**src/rtl/arch_reg_dump_engine.sv**
```systemverilog
// Architectural register dump engine: reads an inclusive index range through the CPU
// register-read port and streams one (index, value) beat per register.
// Optional read-wait timeout is enabled by defining REG_DUMP_TIMEOUT_EN.
module arch_reg_dump_engine #(
  parameter int unsigned REG_NUM     = 32,
  parameter int unsigned REG_W       = 32,
  parameter int unsigned IDX_W       = $clog2(REG_NUM),
  parameter int unsigned TIMEOUT_CYC = 16
) (
  input  logic             clk,
  input  logic             reset,
  input  logic             start,
  input  logic [IDX_W-1:0] first_idx,
  input  logic [IDX_W-1:0] last_idx,
  input  logic             abort,
  output logic             rd_en,
  output logic [IDX_W-1:0] rd_addr,
  input  logic             read_valid,
  input  logic [REG_W-1:0] read_value,
  output logic             out_valid,
  input  logic             out_ready,
  output logic [IDX_W-1:0] out_idx,
  output logic [REG_W-1:0] out_data,
  output logic             out_last,
  output logic             busy,
  output logic             done,
  output logic             err
);

  localparam int unsigned CMP_W = IDX_W + 1;

  typedef enum logic [1:0] {
    IDLE = 2'd0,
    REQ  = 2'd1,
    OUT  = 2'd2,
    FIN  = 2'd3
  } state_t;

  state_t           state;
  state_t           state_nxt;
  logic [IDX_W-1:0] cur;
  logic [IDX_W-1:0] cur_nxt;
  logic [IDX_W-1:0] end_idx;
  logic [IDX_W-1:0] end_idx_nxt;
  logic             err_nxt;
  logic             capture;
  logic             last_in_bounds;
  logic             range_ok;

  if (TIMEOUT_CYC == 0 || REG_NUM < 2) begin : g_bad_params
    $error("arch_reg_dump_engine: REG_NUM must be >= 2 and TIMEOUT_CYC nonzero");
  end

  // When the index width spans exactly REG_NUM entries every last_idx is in bounds.
  if (REG_NUM == (1 << IDX_W)) begin : g_full_span
    assign last_in_bounds = 1'b1;
  end else begin : g_part_span
    assign last_in_bounds = (CMP_W'(last_idx) < CMP_W'(REG_NUM));
  end

  assign range_ok = (first_idx <= last_idx) && last_in_bounds;
  assign rd_addr  = cur;

`ifdef REG_DUMP_TIMEOUT_EN
  localparam int unsigned TMO_W = $clog2(TIMEOUT_CYC + 1);

  logic [TMO_W-1:0] tmo_cnt;
  logic             tmo_hit;

  assign tmo_hit = (tmo_cnt == TMO_W'(TIMEOUT_CYC - 1)) && !read_valid;

  // Counts consecutive REQ cycles without read data; cleared on any exit from REQ.
  always_ff @(posedge clk or negedge reset) begin
    if (!reset) begin
      tmo_cnt <= '0;
    end else if (state == REQ && state_nxt == REQ) begin
      tmo_cnt <= tmo_cnt + TMO_W'(1);
    end else begin
      tmo_cnt <= '0;
    end
  end
`endif

  // Next-state logic; abort overrides every transition out of a busy state.
  always_comb begin
    state_nxt   = state;
    cur_nxt     = cur;
    end_idx_nxt = end_idx;
    err_nxt     = err;
    capture     = 1'b0;

    case (state)
      IDLE: begin
        if (start) begin
          if (range_ok) begin
            cur_nxt     = first_idx;
            end_idx_nxt = last_idx;
            err_nxt     = 1'b0;
            state_nxt   = REQ;
          end else begin
            err_nxt   = 1'b1;
            state_nxt = FIN;
          end
        end
      end
      REQ: begin
        if (read_valid) begin
          capture   = 1'b1;
          state_nxt = OUT;
        end
`ifdef REG_DUMP_TIMEOUT_EN
        else if (tmo_hit) begin
          err_nxt   = 1'b1;
          state_nxt = FIN;
        end
`endif
      end
      OUT: begin
        if (out_ready) begin
          if (cur == end_idx) begin
            state_nxt = FIN;
          end else begin
            cur_nxt   = cur + IDX_W'(1);
            state_nxt = REQ;
          end
        end
      end
      FIN: begin
        state_nxt = IDLE;
      end
      default: begin
        state_nxt = IDLE;
      end
    endcase

    if (abort && state != IDLE) begin
      state_nxt   = IDLE;
      cur_nxt     = cur;
      end_idx_nxt = end_idx;
      err_nxt     = err;
      capture     = 1'b0;
    end
  end

  // State and registered outputs, all decoded from the next state.
  always_ff @(posedge clk or negedge reset) begin
    if (!reset) begin
      state     <= IDLE;
      cur       <= '0;
      end_idx   <= '0;
      err       <= 1'b0;
      rd_en     <= 1'b0;
      out_valid <= 1'b0;
      out_idx   <= '0;
      out_data  <= '0;
      out_last  <= 1'b0;
      busy      <= 1'b0;
      done      <= 1'b0;
    end else begin
      state     <= state_nxt;
      cur       <= cur_nxt;
      end_idx   <= end_idx_nxt;
      err       <= err_nxt;
      rd_en     <= (state_nxt == REQ);
      out_valid <= (state_nxt == OUT);
      busy      <= (state_nxt != IDLE);
      done      <= (state_nxt == FIN);
      if (capture) begin
        out_idx  <= cur;
        out_data <= read_value;
        out_last <= (cur == end_idx);
      end
    end
  end

endmodule

```
**config.mk**
```make
export PLATFORM = sky130hd
export DESIGN_NAME = arch_reg_dump_engine
export DESIGN_NICKNAME = d
export VERILOG_FILES = /design/src/rtl/arch_reg_dump_engine.sv
export SDC_FILE = /design/constraint.sdc
export NUM_CORES = 1
export LEC_CHECK = 0
export CAP_MARGIN = 20
export CORE_UTILIZATION = 40
export CTS_BUF_LIST = sky130_fd_sc_hd__clkbuf_4 sky130_fd_sc_hd__clkbuf_8
export DETAILED_ROUTE_END_ITERATION = 8
export PLACE_DENSITY = 0.83
export SLEW_MARGIN = 20
export SYNTH_ARGS = -nofsm -noshare
export SYNTH_HDL_FRONTEND = slang
export SYNTH_SLANG_ARGS = --single-unit
```
**constraint.sdc**
```tcl
create_clock -name clk -period 1.9 [get_ports clk]
set_clock_uncertainty 0.05 [all_clocks]
set_input_delay 0.285 -clock clk [delete_from_list [all_inputs] [get_ports clk]]
set_output_delay 0.285 -clock clk [all_outputs]
set_load 0.1 [all_outputs]
```
==> results of run 1 <==
[final timing paths]
| path | startpoint | endpoint | cells after the start |
|---|---|---|---|
| max | first_idx[0] | rd_addr[3] | 9 |
| min | last_idx[2] | end_idx[2] | 2 |
| max reg2reg | rd_addr[1] | rd_en | 5 |
| min reg2reg | out_data[29] | out_data[29] | 1 |
| max in group asynchronous | reset | rd_addr[0] | 3 |
| min in group asynchronous | reset | rd_en | 2 |
[worst max-delay path: stages]
cell and delay, ns:
sky130_fd_sc_hd__clkdlybuf4s50_1 0.45, sky130_fd_sc_hd__inv_1 0.06, sky130_fd_sc_hd__ha_1 0.19, sky130_fd_sc_hd__nor2b_1 0.13, sky130_fd_sc_hd__o21ai_2 0.10, sky130_fd_sc_hd__a211oi_4 0.35, sky130_fd_sc_hd__nor3_2 0.11, sky130_fd_sc_hd__buf_4 0.17
sky130_fd_sc_hd__a2bb2oi_1 0.15
[metal layers]
layer	global-route usage	up-vias	routed length [um]	part of all wire
met2	0.305	76	2700	0.50
met4	0.0464	0	67	0.012
li1	-	883	-	-
met5	0	-	0	0
met3	0.0500	9	370	0.068
met1	0.202	900	2270	0.42
[cell type report]
class,count,area [um^2],area share
Multi-Input combinational cell,115,1070,0.288
Tap cell,75,93.8,0.0253
Clock buffer,5,68.8,0.0186
Clock inverter,3,18.8,0.00507
Timing Repair Buffer,112,1050,0.283
Inverter,6,22.5,0.00608
Sequential cell,55,1380,0.373
[cell families (layout without fill, tap and decap cells)]
kind of cell | Yosys count | count (layout) | synth area share
flip-flops | 55 | 55 | 0.563
multiplexers | 43 | 43 | 0.200
AND/OR/NAND/NOR | 35 | 35 | 0.0865
AO/OA/AOI/OAI | 26 | 26 | 0.0783
buffers and inverters | 11 | 126 | 0.0236
adder cells (fa/ha/maj) | 6 | 6 | 0.0307
XOR/XNOR | 5 | 5 | 0.0179
[through the flow]
| stage | hold WS [ns] | util | worst slack, ns |
|---|---|---|---|
| 5_1_grt | 0.335 | 0.626 | 0.00101 |
| 3_5_place_dp | 0.152 | 0.598 | -0.528 |
| 6_report | 0.331 | 0.626 | 0.0470 |
| 2_1_floorplan | -0.0606 | - | 0.0200 |
| 3_3_place_gp | 0.151 | 0.598 | -0.504 |
| 4_1_cts | 0.325 | 0.625 | 0.0370 |
[sequential cells by signal (all words and copies together), names as in the netlist]
signal,count
out_data,32
end_idx,5
out_idx,5
rd_addr,5
state,2
busy,1
done,1
err,1
out_last,1
out_valid,1
rd_en,1
[repair_timing]
item / in CTS / in global routing
hold buffers: 1 / 0
pin swaps: 5 / 3
buffers inserted: 2 / 0
setup endpoints to repair: 14 / 7
hold endpoints to repair: 11 / 0
resized for setup: 19 / 1
[cell usage in the layout, fill, tap and decap left out, types with 2 or more instances in the layout]
cell type                         instances
sky130_fd_sc_hd__inv_1                    3
sky130_fd_sc_hd__dfrtp_2                  5
sky130_fd_sc_hd__ha_4                     3
sky130_fd_sc_hd__o22ai_1                  2
sky130_fd_sc_hd__xnor2_1                  5
sky130_fd_sc_hd__dfrtp_1                 50
sky130_fd_sc_hd__nand2_1                  6
sky130_fd_sc_hd__mux2_2                  38
sky130_fd_sc_hd__mux2_4                   3
sky130_fd_sc_hd__o21ai_0                  3
sky130_fd_sc_hd__buf_12                   8
sky130_fd_sc_hd__clkdlybuf4s50_1         38
sky130_fd_sc_hd__nand2b_1                 3
sky130_fd_sc_hd__inv_2                    3
sky130_fd_sc_hd__a2111oi_0                2
sky130_fd_sc_hd__a2bb2oi_1                3
sky130_fd_sc_hd__clkinv_2                 2
sky130_fd_sc_hd__a21oi_1                  6
sky130_fd_sc_hd__nor2_1                   6
sky130_fd_sc_hd__buf_4                   55
sky130_fd_sc_hd__nand3_1                  6
sky130_fd_sc_hd__mux2_1                   2
sky130_fd_sc_hd__a21oi_2                  2
sky130_fd_sc_hd__ha_1                     3
sky130_fd_sc_hd__nand3b_1                 2
sky130_fd_sc_hd__dlygate4sd2_1            8
sky130_fd_sc_hd__nor2b_1                  2
sky130_fd_sc_hd__clkbuf_8                 5
sky130_fd_sc_hd__and3_4                   2
sky130_fd_sc_hd__o21ai_2                  3
==> impl_summary.md, run 1 <==
STA
Headroom to the max-slew limit came out at 0.731. Setup total negative slack on the finished layout was measured at 0 ns. The final-report max-slew violation count is 0. The post-route clock period utilization is 0.975. Setup repair after global routing left no endpoint under its margin. The number of setup violations in the final report is 0.

For this run, the top clock speed supported by timing is 540 MHz. The slew at the pin closest to its max-slew limit is 0.393 ns. After layout, the minimum clock period comes to 1.85 ns. The final count of hold timing violations was 0.

Setup path
The maximum fanout along the worst path is 5. The register-to-register setup slack is 0.18 ns. The worst setup path is of the primary input to flip-flop kind. For the worst setup path, the data required time is 2.06 ns. Data on the critical path arrives at its endpoint at 2.02 ns.

The worst setup path is captured at a flip-flop. STA classifies the critical path startpoint as a primary input.

Placed design
The HPWL after detailed placement is 4060 um. Buffers placed on the I/O ports in this run total 95. At the end of routability-driven placement, the weighted congestion stood at 0.798. The number of instances in the placed design is 360.

The instance area at placement is 3540 um^2.

Synth
Counting flops with a built-in enable in the synthesized netlist gives 0. The share of synthesized area in the top cell type comes to 0.563. Averaged over all synthesized cells, the footprint is 13.5 um^2.

The most frequently used cell type in the post-synthesis netlist is sky130_fd_sc_hd__dfrtp_1. In the synthesized netlist the async set-or-reset flop fraction comes to 1.00. The mapped netlist covers 2440 um^2.

Of the synthesized area, sequential elements account for 0.563. The number of nets in the synthesized netlist is 235. Synthesis instantiated 37 different standard cells from the library.

In the synthesized netlist the dominant register cell turns out to be sky130_fd_sc_hd__dfrtp_1. Sorting the synthesized cells by area gives the leading types as sky130_fd_sc_hd__dfrtp_1 56%, sky130_fd_sc_hd__mux2_2 18%, sky130_fd_sc_hd__ha_1 3.1%, sky130_fd_sc_hd__xnor2_1 1.8%, sky130_fd_sc_hd__a21oi_1 1.4%. Counting instances in the post-synthesis netlist gives the leading cell types as 55 x sky130_fd_sc_hd__dfrtp_1, 40 x sky130_fd_sc_hd__mux2_2, 7 x sky130_fd_sc_hd__a21oi_1. The biggest area contributor in the post-synthesis netlist is sky130_fd_sc_hd__dfrtp_1. The number of warnings reported in the yosys synthesis log is 0.

Counting flops and latches in the post-synthesis netlist gives 55. Synthesis produced a netlist whose cell count is 181.

Cells and area
The repair_antennas step left the layout with diodes totalling 0. The fraction of final layout cells sized beyond drive strength 1 is 0.459. For this run, the number of standard cells in the final layout without fillers is 371. The number of fill cells in the layout is 485. For this run, the post-layout net count is 349. The synthesis-to-layout area growth is 51.6%. The cell area after layout is 3700 um^2.

Global routing
The number of antenna violations at the first check in global routing was 0. For this run, the total global-route usage over all layers was measured as 0.172. The largest net degree at the start of global routing is 29. The via count of the first global-routing pass came to 1916. The remaining global-route overflow is 0. The first global-routing pass estimated 8630 um of wire.

Detailed routing
In this run the remaining antenna-violating nets after routing total 0. In the final routed layout, each cell accounts on average for 14.6 um. The first routing iteration left 68 violations.

The sum of routed wire length over all layers is 5410 um. For this block, the via count after detailed routing is 1868. The detailed-route DRC error count is 0. The first detailed-routing pass ran for 4 iterations. The routed via count divided by cell count is 5.04.

Clocking
The clock latency at the later pin of the worst-skew pair is 0.30 ns. The clock drives 55 sinks. The cell sitting at the root of the clock tree is a sky130_fd_sc_hd__clkbuf_8. The largest buffer count on any clock path is 2. The H-tree was split into 2 levels.

TritonCTS built the clock tree. The number of buffers added by the clock tree synthesis step is 5. The clock-pin transition on the worst setup and hold timing paths is 0.09 ns.

Floorplan
During I/O placement, the number of pins put on the boundary was 96. The horizontal die dimension is 80.2 um. For this configuration, the core starts out at a cell density of 0.413. In this run the core area contains 28 standard-cell rows.

The floorplan step set the die height to 80.2 um. The floorplan step defined a die boundary enclosing 6430 um^2. The area of the core region is 5920 um^2.

Hold path
The class of the worst hold path is primary input to flip-flop.

Run status
The flow ran to the end, and the final reports show no timing, DRC or antenna violations.

Flow run
The number of maximum-capacitance violations is 0.
Power of run 1 is left out: the tool's default activity adds up to more than one toggle a clock period on the data nets, which glitch-free logic cannot reach.
==> run 2: changes to the inputs <==
==> constraint.sdc (replaced) <==
create_clock -name clk -period 1.8 [get_ports clk]
set_clock_uncertainty 0.05 [all_clocks]
set_input_delay 0.27 -clock clk [delete_from_list [all_inputs] [get_ports clk]]
set_output_delay 0.27 -clock clk [all_outputs]
set_load 0.1 [all_outputs]
==> run 2 against run 1 <==
Wire length up 6.5%. Setup slack better by 0.019 ns. Sequential share of layout area down 5.2 points. Critical path type unchanged. Critical endpoint is now end_idx[1]. Largest cell class is now buffers.
==> impl_summary.md, run 2 (synthesis results as in run 1) <==
Cells and area
The fraction of final layout cells sized beyond drive strength 1 was 0.490 (was 0.459). The post-layout utilization of the core was 0.728 (was 0.626). The number of nets in the layout is 353 (was 349). The synthesis-to-layout area growth was 76.4% (was 51.6%).

The top register by number of flip-flops is out_data (unchanged). Commonest cells after routing, fill and taps aside: 51 x sky130_fd_sc_hd__buf_12, 49 x sky130_fd_sc_hd__dfrtp_1, 38 x sky130_fd_sc_hd__mux2_2, 36 x sky130_fd_sc_hd__clkdlybuf4s50_1, 15 x sky130_fd_sc_hd__buf_4 (was 55 x sky130_fd_sc_hd__buf_4, 50 x sky130_fd_sc_hd__dfrtp_1, 38 x sky130_fd_sc_hd__mux2_2, 38 x sky130_fd_sc_hd__clkdlybuf4s50_1). The total inserted antenna cells is 0 (unchanged). The most common cell after layout, fill and taps aside was sky130_fd_sc_hd__buf_12 (was sky130_fd_sc_hd__buf_4). The flip-flop count of the largest register after layout is 32 (unchanged). The number of fill cells in the layout is 398 (was 485).

Floorplan
The effective utilization at floorplan is 0.413 (unchanged). The die area is 6430 um^2 (unchanged). The horizontal die dimension is 80.2 um (unchanged). The area of the core region is 5920 um^2 (unchanged). The count of boundary I/O pins is 96 (unchanged).

The number of core rows is 28 (unchanged). The vertical extent of the die came to 80.2 um (unchanged).

Hold path
The startpoint of the lowest-slack hold path is last_idx[2] (unchanged). The class of the worst hold path is primary input to flip-flop (unchanged).

Global routing
The largest net degree at the start of global routing came to 56 (was 29). The number of antenna violations at the first check in global routing is 0 (unchanged). The remaining global-route overflow is 0 (unchanged). The global-route wire length before repair came to 9200 um (was 8630 um). The overall track demand over capacity in global routing is 0.189 (was 0.172). The via count of the first global-routing pass is 1939 (was 1916).

Setup path
The startpoint-to-endpoint class of the critical path was primary input to flip-flop (unchanged). The cell depth of the worst flop-to-flop path was 5 (unchanged). The critical path required time was 1.95 ns (was 2.06 ns). The maximum fanout along the worst path is 4 (was 5).

The end point of the critical path is end_idx[1] (was rd_addr[3]). The register-to-register setup slack was 0.09 ns (was 0.18 ns). The startpoint of the most critical register-to-register path is end_idx[3] (was rd_addr[1]). The element type at the critical path end is a flip-flop (unchanged).

The startpoint of the worst setup timing path was first_idx[4] (was first_idx[0]). The signal arrival time at the worst endpoint is 1.88 ns (was 2.02 ns). The type of origin of the critical path is a primary input (unchanged). The endpoint of the lowest-slack register-to-register path is rd_en (unchanged).

STA
Setup repair after global routing missed its margin: no (unchanged). The final-report max-slew violation count came to 0 (unchanged). The number of setup violations in the final report is 0 (unchanged). The post-route clock period utilization is 0.963. The remaining max-slew budget at the tightest pin is 0.677 (was 0.731). The total negative setup slack came to 0 ns (unchanged). The final count of hold timing violations is 0 (unchanged). The slew at the pin closest to its max-slew limit is 0.472 ns (was 0.393 ns).

The top achievable clock speed is 577 MHz. Counting I/O delays and the setup requirement, the final critical path takes 1.73 ns.

Run status
Run status: finished clean (unchanged).

Placed design
The number of port buffers is 95 (unchanged). The sum of net half-perimeters after detailed placement is 4270 um (was 4060 um). The routability congestion estimate from global placement was 0.799 (was 0.798).

Clocking
The TritonCTS clock tree is built (unchanged). The clock latency at the later pin of the worst-skew pair is 0.30 ns (about the same). The number of buffers added by the clock tree synthesis step is 5 (unchanged). The clock-pin transition on the worst setup and hold timing paths is 0.10 ns (was 0.09 ns). The clock sink total came to 55 (unchanged).

The largest buffer count on any clock path is 2 (unchanged). The clock root buffer was sky130_fd_sc_hd__clkbuf_8 (unchanged). The H-tree depth is 2 (unchanged).

Detailed routing
The detail-routed net length per standard cell is 15.3 um (was 14.6 um). The detailed-route DRC error count came to 0 (unchanged). The vias after detailed routing came to 1885 (was 1868). The number of DRC violations after detailed-routing iteration 0 is 49 (was 68). The number of routed nets with antenna violations is 0 (unchanged). The routed via count divided by cell count is 5.03 (was 5.04). The sum of routed wire length over all layers is 5750 um (was 5410 um). The first-pass iteration count of the detailed router came to 4 (unchanged).

Flow run
The number of maximum-capacitance violations is 0 (unchanged).
## run 2: cell count changes in the layout (fill, tap and decap cells not counted), moves of 2 or more
cell and delta:
sky130_fd_sc_hd__dlygate4sd2_1 -5, sky130_fd_sc_hd__clkdlybuf4s50_1 -2, sky130_fd_sc_hd__clkdlybuf4s15_1 +4, sky130_fd_sc_hd__clkinv_2 -2
sky130_fd_sc_hd__buf_4 -40, sky130_fd_sc_hd__clkbuf_2 +3, sky130_fd_sc_hd__buf_12 +43
## run 2: how the worst min path moves through the flow
stage | to | slack (ns) | cells after the start
after global placement | out_data[29] | 0.24 | 2
after floorplan | busy | -0.08 | 0
final | end_idx[2] | 0.19 | 2
after global routing | end_idx[2] | 0.18 | 2
after detailed placement | out_data[29] | 0.24 | 2
after CTS | end_idx[2] | 0.31 | 2
## run 2: timing repair
| action | in CTS | in global routing |
|---|---|---|
| setup buffers | 3 | 1 |
| gates resized for setup | 26 | 13 |
| pin swaps | 7 | 5 |
| hold endpoints to repair | 55 | 0 |
| hold buffers | 1 | 0 |
| cloned | 0 | 0 |
| setup endpoints to repair | 16 | 13 |
## run 2: layout make-up
type | instances | area [um^2] | share of cell area
Clock buffer | 5 | 68.8 | 0.0160
Clock inverter | 3 | 46.3 | 0.0107
Inverter | 6 | 22.5 | 0.00522
Multi-Input combinational cell | 115 | 1080 | 0.251
Sequential cell | 55 | 1380 | 0.321
Tap cell | 75 | 93.8 | 0.0218
Timing Repair Buffer | 116 | 1610 | 0.374
## run 2: critical path, stage by stage
cell and delay (ns):
sky130_fd_sc_hd__clkdlybuf4s15_1 0.23, sky130_fd_sc_hd__ha_4 0.30, sky130_fd_sc_hd__and3_4 0.18, sky130_fd_sc_hd__and3_4 0.20, sky130_fd_sc_hd__a21oi_2 0.06, sky130_fd_sc_hd__nor3_4 0.17
sky130_fd_sc_hd__buf_6 0.15, sky130_fd_sc_hd__mux2_2 0.33
## run 2: per-stage QoR
step	setup slack [ns]	hold slack [ns]	instances	cell area [um^2]
finish	0.0663	0.187	375	4310
global route	0.00324	0.184	375	4310
CTS	-0.00271	0.305	374	4290
detailed placement	-0.677	0.239	362	4090
global placement	-0.574	0.244	362	4090
floorplan	-0.0800	-0.0756	181	2450
## run 2: layer usage
layer  vias up  global-route usage  share of wire
met1       927               0.226           0.40
li1        882                   -              -
met4         0              0.0429         0.0087
met5         -                   0              0
met2        70               0.329           0.52
met3         6              0.0602          0.070
Power of run 2 is left out for the same reason.
==> run 3: changes to the inputs <==
--- a/config.mk
+++ b/config.mk
@@ -9,6 +9,7 @@
 export CORE_UTILIZATION = 40
 export CTS_BUF_LIST = sky130_fd_sc_hd__clkbuf_4 sky130_fd_sc_hd__clkbuf_8
 export DETAILED_ROUTE_END_ITERATION = 8
+export HOLD_SLACK_MARGIN = 0.1
 export PLACE_DENSITY = 0.83
 export SLEW_MARGIN = 20
 export SYNTH_ARGS = -nofsm -noshare
==> results of run 3 <==
Final layout, timing and power as in run 2 (identical DEF).
Power of run 3 is left out for the same reason.
